==> src/rtl/hwpe_acc_readout_seq.sv <==
// rtl/hwpe_acc_readout_seq.sv - accumulator read-back command sequencer for the HWPE conv array
module hwpe_acc_readout_seq #(
  parameter logic [6:0] OPCODE = 7'b0001011,
  parameter int         ROWS   = 8,
  parameter int         PES    = 16
) (
  input  logic        clk,
  input  logic        rst,
  input  logic        start,
  input  logic        mode_relu,
  input  logic [9:0]  k_count,
  input  logic [15:0] w_count,
  input  logic [15:0] h_count,
  input  logic [31:0] relu_addr,
  input  logic        tile_rdy,
  output logic        cmd_valid,
  input  logic        cmd_ready,
  output logic [31:0] cmd_instr,
  output logic [31:0] cmd_rs1,
  output logic [31:0] cmd_rs2,
  output logic        busy,
  output logic        done,
  output logic [9:0]  cur_k,
  output logic [15:0] cur_w,
  output logic [15:0] cur_h
);

  localparam logic [2:0] ROW_MAX = 3'(ROWS - 1);
  localparam logic [3:0] PE_MAX  = 4'(PES - 1);

  typedef enum logic [1:0] {IDLE, WAIT_TILE, ISSUE, DONE} state_t;

  state_t      state;
  logic        relu_q;
  logic [9:0]  k_last;
  logic [15:0] w_last;
  logic [15:0] h_last;
  logic [31:0] addr_q;
  logic [2:0]  row;
  logic [3:0]  pe;

  logic        final_tile;
  logic        cmd_last;
  logic        first_last;
  logic [2:0]  next_row;
  logic [3:0]  next_pe;
  logic        next_last;
  logic        any_zero;

  // Build one instruction word; en marks the tile-release command.
  function automatic logic [31:0] build_instr(input logic relu, input logic [2:0] r,
                                              input logic [3:0] p, input logic en);
    logic [4:0] acc;
    acc = {en, 1'b0, r};
    if (relu)
      build_instr = {7'd32, acc, 5'd0, 3'b010, 5'd0, OPCODE};
    else
      build_instr = {7'd16, 1'b0, p, acc, 3'b100, 5'd0, OPCODE};
  endfunction

  assign cmd_rs2 = 32'd0;

  // Position decode: last tile, last command of tile and the following command slot.
  always_comb begin
    final_tile = (cur_k == k_last) && (cur_w == w_last) && (cur_h == h_last);
    any_zero   = (k_count == 10'd0) || (w_count == 16'd0) || (h_count == 16'd0);
    cmd_last   = relu_q ? (row == ROW_MAX) : ((row == ROW_MAX) && (pe == PE_MAX));
    first_last = relu_q ? (ROW_MAX == 3'd0) : ((ROW_MAX == 3'd0) && (PE_MAX == 4'd0));
    next_row   = row;
    next_pe    = pe;
    if (relu_q || (pe == PE_MAX)) begin
      next_row = row + 3'd1;
      next_pe  = 4'd0;
    end else begin
      next_pe = pe + 4'd1;
    end
    next_last = relu_q ? (next_row == ROW_MAX)
                       : ((next_row == ROW_MAX) && (next_pe == PE_MAX));
  end

  // Sequencer FSM with registered command port and status outputs.
  always_ff @(posedge clk) begin
    if (rst) begin
      state     <= IDLE;
      cmd_valid <= 1'b0;
      cmd_instr <= 32'd0;
      cmd_rs1   <= 32'd0;
      busy      <= 1'b0;
      done      <= 1'b0;
      cur_k     <= 10'd0;
      cur_w     <= 16'd0;
      cur_h     <= 16'd0;
      relu_q    <= 1'b0;
      k_last    <= 10'd0;
      w_last    <= 16'd0;
      h_last    <= 16'd0;
      addr_q    <= 32'd0;
      row       <= 3'd0;
      pe        <= 4'd0;
    end else begin
      case (state)
        IDLE: begin
          done <= 1'b0;
          if (start) begin
            if (any_zero) begin
              done  <= 1'b1;
              state <= DONE;
            end else begin
              relu_q <= mode_relu;
              k_last <= k_count - 10'd1;
              w_last <= w_count - 16'd1;
              h_last <= h_count - 16'd1;
              addr_q <= relu_addr;
              cur_k  <= 10'd0;
              cur_w  <= 16'd0;
              cur_h  <= 16'd0;
              busy   <= 1'b1;
              state  <= WAIT_TILE;
            end
          end
        end
        WAIT_TILE: begin
          if (tile_rdy) begin
            row       <= 3'd0;
            pe        <= 4'd0;
            cmd_valid <= 1'b1;
            cmd_instr <= build_instr(relu_q, 3'd0, 4'd0, first_last && !final_tile);
            cmd_rs1   <= relu_q ? addr_q : 32'd0;
            state     <= ISSUE;
          end
        end
        ISSUE: begin
          if (cmd_ready) begin
            if (cmd_last) begin
              cmd_valid <= 1'b0;
              if (final_tile) begin
                busy  <= 1'b0;
                done  <= 1'b1;
                state <= DONE;
              end else begin
                // H innermost, then W, then K.
                if (cur_h != h_last) begin
                  cur_h <= cur_h + 16'd1;
                end else begin
                  cur_h <= 16'd0;
                  if (cur_w != w_last) begin
                    cur_w <= cur_w + 16'd1;
                  end else begin
                    cur_w <= 16'd0;
                    cur_k <= cur_k + 10'd1;
                  end
                end
                state <= WAIT_TILE;
              end
            end else begin
              row       <= next_row;
              pe        <= next_pe;
              cmd_instr <= build_instr(relu_q, next_row, next_pe, next_last && !final_tile);
            end
          end
        end
        DONE: begin
          done  <= 1'b0;
          busy  <= 1'b0;
          state <= IDLE;
        end
        default: state <= IDLE;
      endcase
    end
  end

endmodule
==> config.mk <==
export PLATFORM = sky130hd
export DESIGN_NAME = hwpe_acc_readout_seq
export DESIGN_NICKNAME = d
export VERILOG_FILES = /design/src/rtl/hwpe_acc_readout_seq.sv
export SDC_FILE = /design/constraint.sdc
export NUM_CORES = 1
export LEC_CHECK = 0
export CAP_MARGIN = 20
export CORE_ASPECT_RATIO = 0.6
export CORE_MARGIN = 5
export CORE_UTILIZATION = 40
export DETAILED_ROUTE_END_ITERATION = 8
export DONT_BUFFER_PORTS = 1
export PLACE_DENSITY_LB_ADDON = 0.25
export SKIP_LAST_GASP = 1
export SLEW_MARGIN = 20
export SYNTH_ARGS = -nofsm -noshare
export SYNTH_HDL_FRONTEND = slang
export SYNTH_SLANG_ARGS = --single-unit
==> constraint.sdc <==
create_clock -name clk -period 3.5 [get_ports clk]
set_clock_uncertainty 0.15 [all_clocks]
set_input_delay 0.7 -clock clk [delete_from_list [all_inputs] [get_ports clk]]
set_output_delay 0.7 -clock clk [all_outputs]
set_load 0.05 [all_outputs]
==> Word-level counts from Yosys, hierarchy flattened <==
Cells that the tools add are included.
Widths: inputs -> output; s select.
{ "op_classes": {"n_eq_ne": 22, "bitwise": 1, "reduce_logical": 26, "add_sub_neg": 8, "muxes": 63} }
{ "op_table": {"columns": ["operator", "count"], "rows": [
  ["$mux 16", 11],
  ["$mux 32", 4],
  ["$mux 10", 7],
  ["$pmux 16 s2", 2],
  ["$pmux 32 s2", 1],
  ["$mux 31", 2],
  ["$add 16x1->16 const B", 2],
  ["$eq 16x16->1", 2],
  ["$logic_not 16->1", 2],
  ["$ne 16x16->1", 2],
  ["$sub 16x1->16 const B", 2],
  ["$ne 2x2->1 const B", 10],
  ["$pmux 10 s2", 1],
  ["$mux 4", 4],
  ["$reduce_and 4->1", 4],
  ["$mux 1", 15],
  ["$mux 2", 6],
  ["$mux 3", 4],
  ["$reduce_and 6->1", 2],
  ["$add 10x1->10 const B", 1],
  ["$eq 10x10->1", 1],
  ["$logic_not 10->1", 1],
  ["$sub 10x1->10 const B", 1],
  ["$eq 4x4->1 const B", 2],
  ["other kinds (21)", 31]
]} }
{ "word_totals": {"elab_cells": 136, "reg_bits": 193, "out_inout_bits": 141, "input_bits": 80} }

==> Longest topological paths before layout <==
Gate-level depths: netlist of the first run.
{ "logic_depth": {"ltp_word": 11, "ltp_mapped": 12, "mapped_depth_nobuf": 9} }

==> Least setup slack after synthesis of the first run <==
Ideal clock, no wire load.
{ "synth_path": {"kind": "reg-to-reg", "startpoint": "register cur_k[3]", "endpoint": "register cur_h[10]", "slack_ps": 714, "n_path_buf": 2, "required_time_ps": 3230, "t_arrival_ps": 2517, "period_less_slack_ps": 2786, "setup_ps": 120, "path_stages_with_launch": 9, "cell_sequence": "dfxtp_1 clkbuf_1 xor2_1 nor4_1 nor4b_1 buf_2 nor3_1 nor4b_1 a211o_1"} }
{ "synth_via": {"elab_chain_cells": 5} }
{ "synth_lines": {"columns": ["item", "line_no", "text"], "rows": [
  ["start, declared", "23", "output logic [9:0] cur_k,"],
  ["start signal, assigned", "150", "cur_k <= cur_k + 10'd1;"],
  ["$eq 10x10->1", "65", "final_tile = (cur_k == k_last) && (cur_w == w_last) && (cur_h == h_last);"],
  ["$logic_and 1x1->1 (2 in a row)", "65", null],
  ["$ne 2x2->1 (no line)", null, null],
  ["$reduce_and 6->1 (no line)", null, null],
  ["end signal, assigned", "143", "cur_h <= cur_h + 16'd1;"],
  ["end, declared", "25", "output logic [15:0] cur_h"]
]} }
Every way passes these cells.
A chain may end at the register's enable or synchronous reset.

==> Final worst setup path of the first run <==
{ "layout_path": {"startpoint": "register pe[0]", "endpoint": "register cur_w[10]"} }
{ "layout_via": {"elab_chain_cells": 5} }
{ "layout_lines": {"columns": ["item", "line_no", "text"], "rows": [
  ["start, declared", "40", "logic [3:0] pe;"],
  ["start signal, assigned", "157", "pe <= next_pe;"],
  ["$eq 4x4->1", "67", "cmd_last = relu_q ? (row == ROW_MAX) : ((row == ROW_MAX) && (pe == PE_MAX));"],
  ["$logic_and 1x1->1", "67", null],
  ["$mux 1", "67", null],
  ["$ne 2x2->1 (no line)", null, null],
  ["$reduce_and 7->1 (no line)", null, null],
  ["end signal, assigned", "147", "cur_w <= cur_w + 16'd1;"],
  ["end, declared", "24", "output logic [15:0] cur_w,"]
]} }
Every way passes these cells.

==> metrics.md, run 1 <==
| Metric | Value |
|---|---|
| Type of the worst min-delay path | `input port to flip-flop` |
| Flop pwr share | `a little under half` |
| DR vias | `7193` |
| Width of the die | `198.7 um` |
| Int Pwr | `3.402 mW` |
| Post-synthesis simple-gate area fraction | `22.57%` |
| Final setup fails | `0` |
| Dpl hpwl | `17690 um` |
| Static Leak | `around 3.6 nW` |
| Initial Utilization | `40.71%` |
| Crit path required time | `3.67 ns` |
| Layout cells sized above 1 | `9.378%` |
| Switch share | `a little over a quarter` |
| Comb pwr share | `12.4%` |
| Achievable Freq | `0.3412 GHz` |
| Ys async rst share | `0%` |
| Final WL | `about 24000 um` |
| GPL Wtd Cong | `0.8420` |
| Layout area overhead | `10.85%` |
| Vias in the first global route | `6524` |
| Sinks on Clock Net | `173` |
| R2R Path End | `cur_w[10]` |
| Final instance area | `9469 sq um` |
| First-pass GRT wire length | `approximately 37000 um` |
| Count of cell types in the netlist | `59` |
| Final Max Tran Viols | `0` |
| FF+latch count, synth | `173` |
| Adder-cell share of the synthesized area | `1.611%` |
| Post-synth EDFFs | `0` |
| Hold Vio Cnt, Final | `0` |
| Fill cells | `approximately 2200` |
| Synth warn | `0` |
| Initial antenna violation count | `0` |
| CP startpoint kind | `flip-flop` |
| Hold path start | `rst` |
| DP Cell Count | `~1300` |
| Top_reg_cell synth | `dfxtp_1` |
| Setup CP Type | `flip-flop to flip-flop` |
| DR DRC count | `0` |
| Tot Pwr | `~4.6 mW` |
| Crit. End Element | `flip-flop` |
| First-pass DRT Iterations | `5` |
| Initial DRC count | `521` |
| Worst Path Arrival | `3.10 ns` |
| Worst r2r src | `pe[0]` |
| Main combinational cell family by area after synthesis | `simple AND/OR/NAND/NOR gates` |
| Post-CTS sizing | `0` |
| Ports | `between 200 and 250` |
| Wirelength per Cell | `17.54 um` |
| Crit share post-route | `83.73%` |
| PwrDens | `490.7 nW/um^2` |
| Total grt overflow | `0` |
| Placement row count | `around 40` |
| Sequential fraction of the synthesis area | `40.54%` |
| DP Area | `8890 sq um` |
| Overall Global Routing Usage | `19.03%` |
| Root Driver | `clkbuf_16` |
| Final Non-Filler Cells | `1356` |
| Compound-cell area share of the yosys netlist | `approximately 17%` |
| Antenna Nets Post-Route | `0` |
| Die height | `123.2 um` |
| Die area | `24470 sq um` |
| Post-synthesis mux area share | `0.5859%` |
| Commonest non-fill, non-tap cells in the layout | `dfxtp_1 (173), nand2_1 (149), nor2_1 (100), a21oi_1 (90), buf_4 (62)` |
| Postcts setup bufs | `0` |
| TNS Setup | `0 ns` |
| Cells after Synth | `1057` |
| Crit path launch | `pe[0]` |
| Synthesized area | `8542 sq um` |
| Minimum clock period | `2.931 ns` |
| RSZ-0062 raised after global routing | `no` |
| Worst r2r path cells | `7` |
| R2r setup slk | `around 0.57 ns` |
| Post-synthesis xor/xnor area fraction | `8.920%` |
| Least-Margin Pin Slew | `0.9886 ns` |
| VDD IR max | `around 0.35 mV` |
| Commonest non-fill, non-tap cell in the layout | `dfxtp_1` |
| Status | `finished, final reports clean` |
| Worst Hold Endpoint | `h_last[15]` |
| CTS tree | `yes` |
| Num CTS Buffers | `17` |
| Hold Crit Depth | `1` |
| Worst-Skew Late Latency | `0.42 ns` |
| Vias per cell | `approximately 5.3` |
| Crit-path max FO | `12` |
| CTS clock-pin slew for the worst setup and hold paths | `0.06 ns` |
| CTS Buffer Depth | `2` |
| Clock power share | `41.4%` |
| Rel. slew slack | `around 34%` |
| PortBufs | `0` |
| Core ar. | `20980 sq um` |
| Syn Area/Cell | `a little over 8 sq um` |
| Antenna cells | `0` |
| Pin count of the biggest net entering global routing | `141` |
| Final nets | `1160` |
| Number of hold buffers added after cts | `0` |
| Max-cap violations | `0` |
| Psw | `1.244 mW` |
| CTS H-Tree Depth | `4` |
area by class of cell:
| cell class | instances | area, sq um | area share [%] |
|---|---|---|---|
| Clock inverter | 8 | 146.4 | 1.546 |
| Tap cell | 279 | 349.1 | 3.687 |
| Multi-Input combinational cell | 796 | 4524 | 47.78 |
| Clock buffer | 19 | 432.9 | 4.572 |
| Inverter | 18 | 67.56 | 0.7135 |
| Timing Repair Buffer | 63 | 485.5 | 5.127 |
| Sequential cell | 173 | 3463 | 36.58 |
cells by family (layout without fill, tap and decap cells):
family                   count (synthesis)  count (layout)
other                                    1              48
flip-flops                             173             173
AND/OR/NAND/NOR                        414             414
AO/OA/AOI/OAI                          231             231
multiplexers                             5               5
XOR/XNOR                                87              87
buffers and inverters                  135             108
adder cells (fa/ha/maj)                 11              11
state kept, by name (all words and copies together), names as in the netlist:
signal     count
addr_q        32
busy           1
cmd_instr     12
cmd_rs1       32
cmd_valid      1
cur_h         16
cur_k         10
cur_w         16
done           1
h_last        16
k_last        10
pe             4
relu_q         1
row            3
state          2
w_last        16
worst max-delay path, stage by stage, from the launching register on:
cell and delay (ns):
dfxtp_1 0.46, ha_1 0.30, a31o_2 0.33, nand4_1 0.30, a211o_1 0.49, nand2_1 0.13, nand2_1 0.26, o41ai_1 0.41
layer usage:
metal  share of wire (%)  wire [um]  GRT usage (%)  vias up
li1                    -          -              -     3608
met1                  51      12210          29.66     3358
met2                  39       9249          24.75      211
met3                 9.0       2131          6.618       16
met4                0.80        190          4.099        0
met5                   0          0              0        -
per-stage QoR:
step	utilization [%]	hold slack [ns]	setup slack, ns
4_1_cts	45.13	0.1834	0.6376
5_1_grt	45.13	0.1706	0.3617
3_5_place_dp	42.37	0.2930	0.2922
6_report	45.13	0.2087	0.5694
3_3_place_gp	42.37	0.2820	0.3791
2_1_floorplan	-	0.2866	0.7137
worst max-delay path by stage:
stage	to	slack, ns	depth (start not counted)
after CTS	cur_w[10]	0.64	7
after floorplan	cur_h[10]	0.71	8
after global placement	cur_w[15]	0.38	10
final	cur_w[10]	0.57	7
after detailed placement	cur_h[6]	0.29	10
after global routing	cur_w[10]	0.36	7
Yosys cell counts, types with 5 or more instances:
| master | instances | area (sq um) |
|---|---|---|
| nor3_1 | 20 | 100.1 |
| a311oi_1 | 5 | 43.79 |
| a22oi_1 | 7 | 52.55 |
| a31oi_1 | 10 | 62.56 |
| dfxtp_1 | 173 | 3463 |
| o31ai_1 | 6 | 45.04 |
| nor4_1 | 19 | 118.9 |
| nand2_1 | 149 | 559.3 |
| nand2b_1 | 11 | 68.82 |
| buf_4 | 53 | 397.9 |
| o21ai_0 | 30 | 150.1 |
| ha_1 | 11 | 137.6 |
| nand3_1 | 56 | 280.3 |
| buf_2 | 15 | 75.07 |
| and3_1 | 15 | 93.84 |
| nor3b_1 | 5 | 37.54 |
| inv_1 | 17 | 63.81 |
| xnor2_1 | 41 | 359.1 |
| nand4_1 | 10 | 62.56 |
| a211oi_1 | 52 | 390.4 |
| a21oi_1 | 90 | 450.4 |
| nand3b_1 | 5 | 37.54 |
| clkbuf_1 | 43 | 161.4 |
| xor2_1 | 46 | 402.9 |
| nor2_1 | 101 | 379.1 |
| mux2i_1 | 5 | 50.05 |
power by group through the flow:
stage	Clock [mW]	Combinational, mW	Sequential, mW
after detailed placement	0	0.572	2.19
after global routing	2.06	0.638	2.16
after global placement	0	0.567	2.19
after floorplan	0	0.529	2.18
final	1.92	0.575	2.15
after CTS	1.98	0.574	2.15
(Power assumes the default switching activity.)
==> inputs of run 2 (changes only) <==
Clock period 3.5 ns to 2.56 ns, I/O delays scaled along.
==> metrics.md, run 2 (synthesis results as in run 1) <==
| Metric | Value |
|---|---|
| First-pass DRT Iterations | `5` |
| DR DRC count | `0` |
| GPL Wtd Cong | `approximately 0.9` |
| Post-route setup slack | `0.09374 ns` |
| Placement row count | `41` |
| Antenna cells | `0` |
| Final Util | `about 48%` |
| Status | `finished, final reports clean` |
| Fill cells | `~2100` |
| Hold Vio Cnt, Final | `0` |
| Worst r2r src | `h_last[3]` |
| CP startpoint kind | `flip-flop` |
| Max-cap violations | `0` |
| Num CTS Buffers | `17` |
| Vias in the first global route | `6844` |
| CTS Buffer Depth | `2` |
| Minimum clock period | `2.466 ns` |
| Commonest non-fill, non-tap cells in the layout | `nand2_1 (147), dfxtp_1 (146), buf_4 (108), nor2_1 (100), a21oi_1 (90)` |
| RSZ-0062 raised after global routing | `yes` |
| Antenna Nets Post-Route | `0` |
| CTS H-Tree Depth | `4` |
| Least-Margin Pin Slew | `slightly above 0.7 ns` |
| Die height | `123.2 um` |
| Commonest non-fill, non-tap cell in the layout | `nand2_1` |
| Width of the die | `198.7 um` |
| Wirelength per Cell | `about 18 um` |
| VDD IR max | `0.4643 mV` |
| DP Area | `9353 sq um` |
| Dpl hpwl | `19070 um` |
| Sinks on Clock Net | `between 150 and 200` |
| TNS Setup | `0 ns` |
| CTS tree | `yes` |
| Hold path start | `rst` |
| Final WL | `around 26000 um` |
| DP Cell Count | `between 1000 and 1500` |
| Final instance area | `between 10000 and 15000 sq um` |
| Rel. slew slack | `52.22%` |
| DR vias | `7600` |
| R2r setup slk | `0.09 ns` |
| Core ar. | `between 20000 and 25000 sq um` |
| Pin count of the biggest net entering global routing | `131` |
| Vias per cell | `5.367` |
| CTS clock-pin slew for the worst setup and hold paths | `0.07 ns` |
| Hold Slack | `0.03396 ns` |
| Setup CP Type | `flip-flop to flip-flop` |
| Crit path launch | `h_last[3]` |
| DP Worst Slack | `-0.2627 ns` |
| Worst-Skew Late Latency | `0.43 ns` |
| Die area | `24470 sq um` |
| PortBufs | `0` |
| Layout area overhead | `18.10%` |
| Register area | `~3500 sq um` |
| Initial DRC count | `about 700` |
| Crit. End Element | `flip-flop` |
| Crit-path max FO | `7` |
| Final Max Tran Viols | `0` |
| Regs by FF count | `addr_q (32), cmd_rs1 (32)` |
| Achievable Freq | `about 0.41 GHz` |
| Tot Pwr | `6.593 mW` |
| Layout cells sized above 1 | `17.24%` |
| Initial Utilization | `between 40% and 50%` |
| Crit share post-route | `96.34%` |
| Static Leak | `3.890 nW` |
| Overall Global Routing Usage | `20.47%` |
| Type of the worst min-delay path | `input port to flip-flop` |
| First-pass GRT wire length | `39370 um` |
| Final setup fails | `0` |
| Final nets | `1216` |
| Multi-input logic area | `4581 sq um` |
| PwrDens | `about 650 nW/um^2` |
| Root Driver | `clkbuf_16` |
| Final Non-Filler Cells | `1416` |
| Initial antenna violation count | `0` |
| Crit path required time | `between 2 and 3 ns` |
| Worst Path Arrival | `about 2.7 ns` |
| Ports | `around 220` |
| Total grt overflow | `0` |
-- run 2: changes by cell type in the layout (fill, tap and decap cells not counted), sizes merged --
cell,delta
dlygate4sd3,+5
bufinv,-1
clkinv,-1
clkinvlp,+2
inv,+4
buf,+51
-- run 2: path summary, 6_finish.rpt --
kind             endpoint  depth (start not counted)
max             cur_w[13]                          9
max reg2reg     cur_w[13]                          9
min reg2reg  cmd_instr[3]                          2
min                 pe[2]                          1
-- run 2: final cells by class --
cell class,count,share of cell area [%]
Clock buffer,19,4.490
Clock inverter,12,1.588
Tap cell,279,3.460
Sequential cell,173,34.66
Inverter,18,0.6697
Multi-Input combinational cell,796,45.41
Timing Repair Buffer,119,9.723
-- run 2: timing repair --
action	in CTS	in global routing
setup buffers	0	3
pin swaps	0	3
setup endpoints to repair	5	29
resized for setup	1	9
hold buffers	4	1
hold endpoints to repair	13	1
-- run 2: metal layers --
layer  GRT usage (%)  vias up  wire length (um)
met5               0        -                 0
met1           32.02     3586             12750
li1                -     3735                 -
met4           5.124        0               340
met2           25.83      255              9915
met3           7.462       24              2729
-- run 2: critical path, stage by stage, from the launching register on --
cell and delay, ns:
dfxtp_1 0.35, xor2_1 0.18, nor4_2 0.30, nand4_1 0.17
buf_4 0.21, a211o_1 0.26, buf_4 0.17, a211oi_1 0.37
o21ai_0 0.13, o31ai_1 0.07
-- run 2: power breakdown --
group	total, mW	switching (mW)	internal, mW	leakage (nW)
registers	2.93	0.113	2.81	1.42
logic	0.912	0.598	0.314	2.17
clock network	2.76	1.16	1.60	0.294
